File: src/rtl/image_load_sequencer.sv
// Sequences the single-block SD reads that load one image into the frame buffer.
// Each block's byte count is policed, and short, long or timed-out blocks are retried.
module image_load_sequencer #(
    parameter logic [31:0] BASE_BLOCK     = 32'h0000_0000,
    parameter logic [31:0] IMG_STRIDE     = 32'h0001_0000,
    parameter int          NUM_IMAGES     = 4,
    parameter int          IMG_BLOCKS     = 450,
    parameter int          BLOCK_BYTES    = 512,
    parameter int          TIMEOUT_CYCLES = 1000000,
    parameter int          MAX_RETRY      = 3
) (
    input  logic        clk,
    input  logic        reset_n,
    input  logic        load_req,
    input  logic [3:0]  image_select,
    input  logic        sd_busy,
    input  logic        sd_data_valid,
    output logic [31:0] sd_block_addr,
    output logic        sd_read_block,
    output logic        loading,
    output logic        load_done,
    output logic        load_error,
    output logic        pipe_sync,
    output logic [15:0] blocks_done
);

    localparam int TIMER_W = (TIMEOUT_CYCLES > 2) ? $clog2(TIMEOUT_CYCLES) : 1;
    localparam int RETRY_W = (MAX_RETRY > 2) ? $clog2(MAX_RETRY) : 1;

    localparam logic [TIMER_W-1:0] TIMER_LAST    = TIMER_W'(TIMEOUT_CYCLES - 1);
    localparam logic [RETRY_W-1:0] RETRY_LAST    = RETRY_W'(MAX_RETRY - 1);
    localparam logic [10:0]        BYTES_EXP     = 11'(BLOCK_BYTES);
    localparam logic [10:0]        BYTE_CNT_MAX  = 11'h7FF;
    localparam logic [15:0]        BLK_LAST      = 16'(IMG_BLOCKS - 1);
    localparam logic [31:0]        NUM_IMAGES_W  = 32'(NUM_IMAGES);

    typedef enum logic [2:0] {
        S_IDLE,
        S_ISSUE,
        S_WAIT_BUSY,
        S_XFER,
        S_CHECK,
        S_DONE,
        S_ERROR
    } state_t;

    state_t              state_reg,       state_next;
    logic [31:0]         start_reg,       start_next;
    logic [15:0]         blk_idx_reg,     blk_idx_next;
    logic [RETRY_W-1:0]  retry_reg,       retry_next;
    logic [10:0]         byte_cnt_reg,    byte_cnt_next;
    logic [TIMER_W-1:0]  timer_reg,       timer_next;
    logic                timeout_reg,     timeout_next;
    logic [15:0]         blocks_done_reg, blocks_done_next;
    logic [31:0]         addr_reg,        addr_next;
    logic                read_reg,        read_next;
    logic                done_reg,        done_next;
    logic                error_reg,       error_next;
    logic                sync_reg,        sync_next;

    logic [31:0]         sel_ext;
    logic                sel_valid;
    logic [31:0]         sel_start;

    assign sel_ext   = {28'b0, image_select};
    assign sel_valid = (sel_ext < NUM_IMAGES_W);
    assign sel_start = BASE_BLOCK + sel_ext * IMG_STRIDE;

    always_ff @(posedge clk or negedge reset_n) begin
        if (!reset_n) begin
            state_reg       <= S_IDLE;
            start_reg       <= '0;
            blk_idx_reg     <= '0;
            retry_reg       <= '0;
            byte_cnt_reg    <= '0;
            timer_reg       <= '0;
            timeout_reg     <= 1'b0;
            blocks_done_reg <= '0;
            addr_reg        <= '0;
            read_reg        <= 1'b0;
            done_reg        <= 1'b0;
            error_reg       <= 1'b0;
            sync_reg        <= 1'b0;
        end else begin
            state_reg       <= state_next;
            start_reg       <= start_next;
            blk_idx_reg     <= blk_idx_next;
            retry_reg       <= retry_next;
            byte_cnt_reg    <= byte_cnt_next;
            timer_reg       <= timer_next;
            timeout_reg     <= timeout_next;
            blocks_done_reg <= blocks_done_next;
            addr_reg        <= addr_next;
            read_reg        <= read_next;
            done_reg        <= done_next;
            error_reg       <= error_next;
            sync_reg        <= sync_next;
        end
    end

    always_comb begin
        state_next       = state_reg;
        start_next       = start_reg;
        blk_idx_next     = blk_idx_reg;
        retry_next       = retry_reg;
        byte_cnt_next    = byte_cnt_reg;
        timer_next       = timer_reg;
        timeout_next     = timeout_reg;
        blocks_done_next = blocks_done_reg;
        addr_next        = addr_reg;
        read_next        = 1'b0;
        done_next        = 1'b0;
        error_next       = error_reg;
        sync_next        = 1'b0;

        case (state_reg)
            S_ISSUE: begin
                if (!sd_busy) begin
                    read_next     = 1'b1;
                    addr_next     = start_reg + {16'b0, blk_idx_reg};
                    byte_cnt_next = '0;
                    timer_next    = '0;
                    timeout_next  = 1'b0;
                    state_next    = S_WAIT_BUSY;
                end
            end

            S_WAIT_BUSY, S_XFER: begin
                if (sd_data_valid && (byte_cnt_reg != BYTE_CNT_MAX)) begin
                    byte_cnt_next = byte_cnt_reg + 11'd1;
                end
                // The attempt's final permitted cycle forces a verdict even mid-transfer.
                if (timer_reg == TIMER_LAST) begin
                    timeout_next = 1'b1;
                    state_next   = S_CHECK;
                end else begin
                    timer_next = timer_reg + TIMER_W'(1);
                    if (state_reg == S_WAIT_BUSY) begin
                        if (sd_busy) begin
                            state_next = S_XFER;
                        end
                    end else if (!sd_busy) begin
                        state_next = S_CHECK;
                    end
                end
            end

            S_CHECK: begin
                if ((byte_cnt_reg == BYTES_EXP) && !timeout_reg) begin
                    blocks_done_next = blocks_done_reg + 16'd1;
                    retry_next       = '0;
                    if (blk_idx_reg == BLK_LAST) begin
                        done_next  = 1'b1;
                        state_next = S_DONE;
                    end else begin
                        blk_idx_next = blk_idx_reg + 16'd1;
                        state_next   = S_ISSUE;
                    end
                end else begin
                    retry_next = retry_reg + RETRY_W'(1);
                    if (retry_reg == RETRY_LAST) begin
                        state_next = S_ERROR;
                    end else begin
                        state_next = S_ISSUE;
                    end
                end
            end

            S_DONE: begin
                state_next = S_IDLE;
            end

            S_ERROR: begin
                error_next = 1'b1;
                state_next = S_IDLE;
            end

            default: begin
                state_next = S_IDLE;
            end
        endcase

        // A new request wins over everything, including a strobe or done pulse in flight.
        if (load_req) begin
            sync_next        = 1'b1;
            error_next       = 1'b0;
            done_next        = 1'b0;
            read_next        = 1'b0;
            addr_next        = addr_reg;
            blk_idx_next     = '0;
            retry_next       = '0;
            blocks_done_next = '0;
            start_next       = sel_start;
            state_next       = sel_valid ? S_ISSUE : S_ERROR;
        end
    end

    assign sd_block_addr = addr_reg;
    assign sd_read_block = read_reg;
    assign load_done     = done_reg;
    assign load_error    = error_reg;
    assign pipe_sync     = sync_reg;
    assign blocks_done   = blocks_done_reg;
    assign loading       = (state_reg != S_IDLE) && (state_reg != S_DONE) && (state_reg != S_ERROR);

endmodule

File: config.mk
export PLATFORM = sky130hd
export DESIGN_NAME = image_load_sequencer
export DESIGN_NICKNAME = d
export VERILOG_FILES = /design/src/rtl/image_load_sequencer.sv
export SDC_FILE = /design/constraint.sdc
export NUM_CORES = 1
export LEC_CHECK = 0
export CAP_MARGIN = 20
export CELL_PAD_IN_SITES_DETAIL_PLACEMENT = 2
export CELL_PAD_IN_SITES_GLOBAL_PLACEMENT = 2
export CORE_AREA = 5 5 105 146
export CTS_BUF_LIST = sky130_fd_sc_hd__clkbuf_4
export DETAILED_ROUTE_END_ITERATION = 16
export DIE_AREA = 0 0 110 151
export PLACE_DENSITY = 0.91
export RECOVER_POWER = 50
export SKIP_CTS_REPAIR_TIMING = 1
export SLEW_MARGIN = 0
export SYNTH_ARGS = -nofsm -noshare
export SYNTH_HDL_FRONTEND = slang
export SYNTH_SLANG_ARGS = --single-unit
File: constraint.sdc
create_clock -name clk -period 2.8 [get_ports clk]
set_clock_uncertainty 0.05 [all_clocks]
set_input_delay 0.56 -clock clk [delete_from_list [all_inputs] [get_ports clk]]
set_output_delay 0.56 -clock clk [all_outputs]
set_load 0.1 [all_outputs]
Yosys cells after proc, flatten, opt, wreduce, memory -nomap -nowiden
Index checks and enable logic that the tools add are counted.
Widths: inputs -> output; s select.
{"block": "totals", "ff_bits": 109, "out_inout_bits": 53}
{"block": "classes", "addsub": 6, "order_cmp": 1, "n_eq_ne": 20, "muxes": 40, "bitwise": 2, "n_reduce_logical": 18}
{"op": "$mux 16", "n": 7}
{"op": "$mux 20", "n": 2}
{"op": "$pmux 20 s2", "n": 1}
{"op": "$add 16x1->16 const B", "n": 2}
{"op": "$mux 3", "n": 10}
{"op": "$mux 11", "n": 2}
{"op": "$pmux 11 s2", "n": 1}
{"op": "$add 20x16->21", "n": 1}
{"op": "$add 20x1->20 const B", "n": 1}
{"op": "$eq 20x20->1 const B", "n": 1}
{"op": "$reduce_and 3->1", "n": 6}
{"op": "$eq 16x9->1 const B", "n": 1}
{"op": "$mux 1", "n": 12}
{"op": "$add 11x1->11 const B", "n": 1}
{"op": "$eq 11x10->1 const B", "n": 1}
{"op": "$ne 11x11->1 const B", "n": 1}
{"op": "$ne 2x2->1 const B", "n": 5}
{"op": "$ne 5x5->1 const B", "n": 2}
{"op": "$ne 3x3->1 const B", "n": 3}
{"op": "$pmux 3 s3", "n": 1}
{"op": "$reduce_bool 2->1", "n": 4}
{"op": "$eq 3x2->1 const B", "n": 2}
{"op": "$eq 3x3->1 const B", "n": 2}
{"op": "$mux 2", "n": 3}
{"op": "11 further kinds", "n": 15}

Longest topological paths before layout
Gate-level depths: netlist of the first run.
{"block": "logic_depth", "depth_word": 5, "ltp_mapped": 9, "ltp_nobuf": 7}

Worst setup path after synthesis of the first run
Ideal clock, no wire load.
{"block": "synth_timing", "path_type": "register to output", "startpoint": "register state_reg[1]", "endpoint": "output loading", "arrival_ns": 2.218, "setup_slack_ns": -0.028, "path_stages_with_launch": 4, "n_path_buf": 1, "cell_sequence": "dfrtp_1 buf_2 xor2_1 a21oi_1"}
{"block": "synth_between", "elab_chain_len": 3, "word_cells_on_any_way": 5}
{"item": "from (decl)", "line_no": "47", "text": "state_t state_reg, state_next;"}
{"item": "from (signal assigned)", "line_no": "85", "text": "state_reg <= state_next;"}
{"item": "$ne 3x3->1 / $reduce_bool 3->1 (equally long branches)", "line_no": "204", "text": "assign loading = (state_reg != S_IDLE) && (state_reg != S_DONE) && (state_reg != S_ERROR);"}
{"item": "$logic_and 1x1->1", "line_no": "204"}
{"item": "$logic_and 1x1->1 *", "line_no": "204"}
{"item": "to (decl)", "line_no": "20", "text": "output logic loading,"}
Every way passes the cells marked *; elsewhere a longest branch is shown, timed or not.

Final worst setup path of the first run
{"block": "layout_timing", "startpoint": "register timer_reg[13]", "endpoint": "register timer_reg[6]"}
{"block": "layout_between", "elab_chain_len": 3}
{"item": "from (decl)", "line_no": "52", "text": "logic [TIMER_W-1:0] timer_reg, timer_next;"}
{"item": "from (signal assigned)", "line_no": "90", "text": "timer_reg <= timer_next;"}
{"item": "$eq 20x20->1", "line_no": "133", "text": "if (timer_reg == TIMER_LAST) begin"}
{"item": "$ne 2x2->1 (no source line)"}
{"item": "$reduce_and 3->1 (no source line)"}
No other way between the ends.
A chain may end at the register's enable or synchronous reset.

==> impl_metrics.ini, run 1 <==
[final_layout]
syn_to_final_growth_pct = 14.3
num_antenna_cells = 0
drive_gt1_share_pct = 19.2
post-route-util_pct = 41.2
nNetsFinal = 559

[logic_synthesis]
synth_top_family_by_area = simple AND/OR/NAND/NOR gates
ys_seq_area_share_pct = 48.6
ys_warn_count = 0
ys_ff_latch = 97
synth_edf_count = 0
synth_area_um2 = 4990
synthMuxAreaShare_pct = 5.41
ys.flop_type = dfrtp_1
yosys-top-cells-area = dfrtp_1, mux2_2, xor2_1
synth-compound-area-share_pct = 7.92
async_flop_share_pct = 100
yosys.area.top_type_share_pct = 48.6
synthAdderAreaFrac_pct = 1.75
syn_avg_cell_area_um2 = 10.2
synth_top_area_cell = dfrtp_1
synth_xor_area_share_pct = 7.54
synth.distinct_cells = 54
synthCells = 489
synth.most_common_cell = dfrtp_1
yosys.area_share.simple_pct = 24.1
synth_common_cells = dfrtp_1, nor2_1, xor2_1

[die]
fp.dieH_um = 151
die_area_um2 = 16600
initial_core_util_pct = 36.1
die_w_um = 110
num_rows = 51
num_io_pins = 62
core_area_um2 = 13800

[timing]
final_hold_viol_count = 0
maxSlewViolCount = 59
tightest_slew_ps = 1530
final-setup-viol-count = 0
hold_ws_ps = 375
period_minus_slack_ps = 2410
period_share_pct = 86.2
tns_ps = 0
slew_headroom_pct = -2.20
grt_setup_unrepaired = false
fmax_mhz = 415

[clocking]
numCtsBuffers = 9
cts_buffer_depth = 2
cts_max_level = 3
root_buffer = clkbuf_4
cts_sinks = 97
cts.clk_slew.worst_paths_ps = 170
clk_latency_ps = 470
tritoncts = done

[detailed_routing]
drt-total-wl_mm = 14.7
post_drt_wl_per_cell_um = 20.1
dr.first_iter.drc_count = 137
dr.pass1.iters = 4
ant_nets = 0
vias = 4002
drc = 0
viasPerCell = 5.46

[min_path]
holdCritPathClass = primary input to async pin

[power_and_ir_drop]
finalPower_mw = 3.42
power_frac_comb_pct = 25.6
clockPowerShare_pct = 25.9
seqPwrFrac_pct = 48.5
irDropWorstVdd_v = 0.000281
swShare_pct = 38.3
p_sw_mw = 1.31
internal_power_mw = 2.11
cellPowerDensity_nw_per_um2 = 599
power.leakage_nw = 2.48

[grt]
grt_pass1_wl_mm = 24.5
grt_start_max_net_pins = 59
grt_overflow = 0
antenna_found_initial = 0
grtUsageTotal_pct = 18.8
grt_pass1_vias = 4559

[critical_path]
start_kind = flip-flop
r2r_slack_ps = 390
end_kind = flip-flop
required_ps = 3080
critPathArrivalTime_ps = 2690
crit_type = flip-flop to flip-flop
crit_path_max_fanout = 14

[status]
violations = max-capacitance violations, max-slew violations
run_status = complete, but fails checks

[placed_design]
hpwlAfterDp_mm = 10.7
gp_congestion = 0.799
portBuffers = 49

[job]
max_cap_violations = 1
power by group through the flow:
stage | Sequential [mW] | Clock [mW] | Combinational [mW]
final | 1.66 | 0.886 | 0.873
after global routing | 1.67 | 0.964 | 0.929
after CTS | 1.66 | 0.914 | 0.900
after detailed placement | 1.68 | 0 | 0.893
after global placement | 1.66 | 0 | 0.851
after floorplan | 1.88 | 0 | 0.446
cells by family after synthesis:
family,count (synthesis)
buf+inv,43
flops,97
fa+ha+maj,7
compound gates,60
mux,24
simple gates,214
xor+xnor,43
other cells,1
per-layer routing:
metal  up-vias  track usage [%]  routed length, um  share of wire, %
met3        22             2.17                323               2.2
li1       1830                -                  -                 -
met1      2085             21.3               5690                39
met2        65             35.4               8400                57
met4         0             6.80                300               2.0
met5         -                0                  0                 0
path summary, 6_finish.rpt:
kind | cells after the start | start | endpoint
min in group clk | 2 | load_error | load_error
setup / recovery | 5 | timer_reg[13] | timer_reg[6]
hold / removal | 1 | reset_n | timer_reg[14]
setup reg to reg | 5 | timer_reg[13] | timer_reg[6]
hold reg to reg | 2 | load_error | load_error
max in group asynchronous | 2 | reset_n | load_done
metrics by stage:
stage,instance area [um2],std cells,setup WS (ps)
2_1_floorplan,5040,500,461
3_3_place_gp,5600,717,227
3_5_place_dp,5600,717,136
4_1_cts,5760,733,420
5_1_grt,5710,733,160
6_report,5710,733,387
cell usage in the layout, fill, tap and decap left out, types with 2 or more instances in the layout:
cell type        netlist  final
a211o_1                2      2
a211oi_1               2      2
a21o_1                 3      3
a21oi_1               24     23
a31oi_1                4      4
and2_1                 2      2
and3_1                 8      8
and3_2                 2      2
and4_1                 7      7
and4_2                 2      2
buf_4                 14     42
bufinv_16              0      2
clkbuf_1              11     14
clkbuf_4               0     10
clkdlybuf4s50_1        0      6
clkinv_4               0      2
clkinvlp_4             0      2
conb_1                 1     12
dfrtp_1               97     97
ha_1                   7      7
inv_1                 11     11
mux2_2                24     24
nand2_1               25     25
nand2b_1               2      2
nand3_1               24     24
nand4_1               25     25
nor2_1                58     57
nor2b_1                2      2
nor3_1                18     18
nor3b_2                2      2
nor4_1                 6      6
nor4b_1                2      2
o21ai_0               12     12
o21ai_1                4      4
o31ai_1                2      2
or3_1                 14     14
or4_1                  3      3
or4_4                  2      2
xnor2_1               15     15
xor2_1                28     28
critical path, cell delays in order, from the launching register on:
cell     delay (ps)
dfrtp_1         470
or3_1           440
or4_4           520
o31ai_4         510
or3_1           200
a21oi_1          70
final cells by class:
type                       instances  area, um2
clock inverter                     6       92.6
tap                              185        231
sequential                        97       2430
clock buffer                      10       75.1
timing repair buffer              64        453
inverter                          11       41.3
fill                            1531       8140
multi-input combinational        360       2380
No activity file was read; power rests on OpenSTA's default activity.
==> inputs of run 2 (changes only) <==
--- a/config.mk
+++ b/config.mk
@@ -12,6 +12,7 @@
 export CTS_BUF_LIST = sky130_fd_sc_hd__clkbuf_4
 export DETAILED_ROUTE_END_ITERATION = 16
 export DIE_AREA = 0 0 110 151
+export GPL_TIMING_DRIVEN = 0
 export PLACE_DENSITY = 0.91
 export RECOVER_POWER = 50
 export SKIP_CTS_REPAIR_TIMING = 1
==> run 2 against run 1 <==
The flow now finishes without violations. Sequential cell count is the same. Sequential power is essentially flat. Total power grew 2.1%. Core utilization grew 1.7 points. Hold slack gained 100 ps. Routed wire length shrank 0.87%. Clock power grew 4.3%. First-iteration DRC count shrank 55%. Global-route usage grew 0.061 points. Highest routed layer unchanged.
==> impl_metrics.ini, run 2 (synthesis gave the netlist of run 1 again) <==
[power_and_ir_drop]
cellPowerDensity_nw_per_um2 = 587
swShare_pct = 36.6
p_sw_mw = 1.28
power.leakage_nw = 2.53
clockPowerShare_pct = 26.5
seqPwrFrac_pct = 47.1
irDropWorstVdd_v = 0.000257
power_frac_comb_pct = 26.4
finalPower_mw = 3.49
internal_power_mw = 2.21

[grt]
grt_start_max_net_pins = 64
antenna_found_initial = 0
grtUsageTotal_pct = 18.8
grt_pass1_vias = 4747
grt_overflow = 0
grt_pass1_wl_mm = 24.5

[detailed_routing]
post_drt_wl_per_cell_um = 19.4
drt-total-wl_mm = 14.6
ant_nets = 0
drc = 0
vias = 4078
dr.pass1.iters = 4
dr.first_iter.drc_count = 61
viasPerCell = 5.43

[die]
fp.dieH_um = 151
die_area_um2 = 16600
num_rows = 51
core_area_um2 = 13800
die_w_um = 110
initial_core_util_pct = 36.1
num_io_pins = 62

[placed_design]
place_inst = 735
place_ws_ps = -43.0
hpwlAfterDp_mm = 10.8
portBuffers = 49
post_dp_cell_area_um2 = 5790
gp_congestion = 0.888

[final_layout]
num_antenna_cells = 0
multiInputGateArea_um2 = 2370
drive_gt1_share_pct = 14.3
fillCellCount = 1481
seqCellArea_um2 = 2430
nNetsFinal = 578
final_common_cell = dfrtp_1
most-common-layout-cells = dfrtp_1, nor2_1, clkdlybuf4s50_1
stdcell_count = 751
design_area_um2 = 5940
syn_to_final_growth_pct = 18.9

[min_path]
holdCritPathClass = flip-flop to flip-flop
min_from = sd_block_addr[5]
holdPathEnd = sd_block_addr[5]
holdPathStages = 1

[clocking]
cts.clk_slew.worst_paths_ps = 140
cts_max_level = 3
root_buffer = clkbuf_4
cts_sinks = 97
tritoncts = done
cts_buffer_depth = 2
clk_latency_ps = 460
numCtsBuffers = 9

[timing]
maxSlewViolCount = 0
tightest_slew_ps = 999
final-setup-viol-count = 0
fmax_mhz = 367
period_share_pct = 97.3
layout_setup_ws_ps = 74.8
slew_headroom_pct = 33.2
final_hold_viol_count = 0
period_minus_slack_ps = 2730
grt_setup_unrepaired = false

[status]
run_status = complete, no violations

[critical_path]
max_stage_delay_ps = 1170
crit_path_max_fanout = 6
crit_slowest_cell = clkdlybuf4s50_1
cp_cell_sequence = clkdlybuf4s50_1
required_ps = 2190
r2r_start = byte_cnt_reg[0]
worst-path-stages = 1
rr_worst_depth = 7
crit_buf_inv = 1
end_kind = output pin
crit_type = flip-flop to output pin
crit_family = buffers and inverters
start_kind = flip-flop
timing.rr.end = blk_idx_reg[5]
r2r_slack_ps = 280
critPathArrivalTime_ps = 2120

[job]
max_cap_violations = 0
## run 2: cell type report
class                      instances  area share, %
clock buffer                       9           1.14
clock inverter                     6           1.81
inverter                          11          0.695
sequential                        97           40.9
timing repair buffer              51           8.43
multi-input combinational        360           40.0
buffer                            32           3.14
tap                              185           3.90
## run 2: per-layer routing
metal,up-vias,GRT usage [%],wire (um)
li1,1869,-,-
met1,2132,20.2,5440
met2,55,36.4,8490
met3,22,3.24,386
met4,0,6.05,269
met5,-,0,0
## run 2: through the flow
stage / hold WS [ps] / setup TNS, ps / utilization, %
final: 477 / 0 / 42.9
after global routing: 512 / 0 / 42.9
after CTS: -34.9 / -608 / 43.0
after detailed placement: 446 / -343 / 41.8
after global placement: 434 / -250130 / 41.6
after floorplan: 214 / 0 / -
## run 2: worst max-delay path by stage
stage                   start               end  slack, ps
2_1_floorplan  blocks_done[2]   blocks_done[15]        460
3_3_place_gp          reset_n  sd_block_addr[6]      -2590
3_5_place_dp          sd_busy     timer_reg[18]        -40
4_1_cts          state_reg[2]           loading       -580
5_1_grt        blocks_done[3]    blocks_done[3]          7
6_report       blocks_done[3]    blocks_done[3]         70
## run 2: worst reg2reg max path, cell delays in order (launching register included)
cell	delay (ps)
dfrtp_1	410
inv_1	130
ha_1	180
nor4b_4	370
nand4_2	360
or4_1	670
xor2_1	160
nor2_1	60
## run 2: power by group through the flow
stage          registers [mW]  logic, mW  clock network [mW]
3_3_place_gp             1.65      0.894                   0
6_report                 1.64      0.922               0.924
4_1_cts                  1.64      0.945               0.961
2_1_floorplan            1.88      0.446                   0
3_5_place_dp             1.67      0.939                   0
5_1_grt                  1.66      0.991                1.01
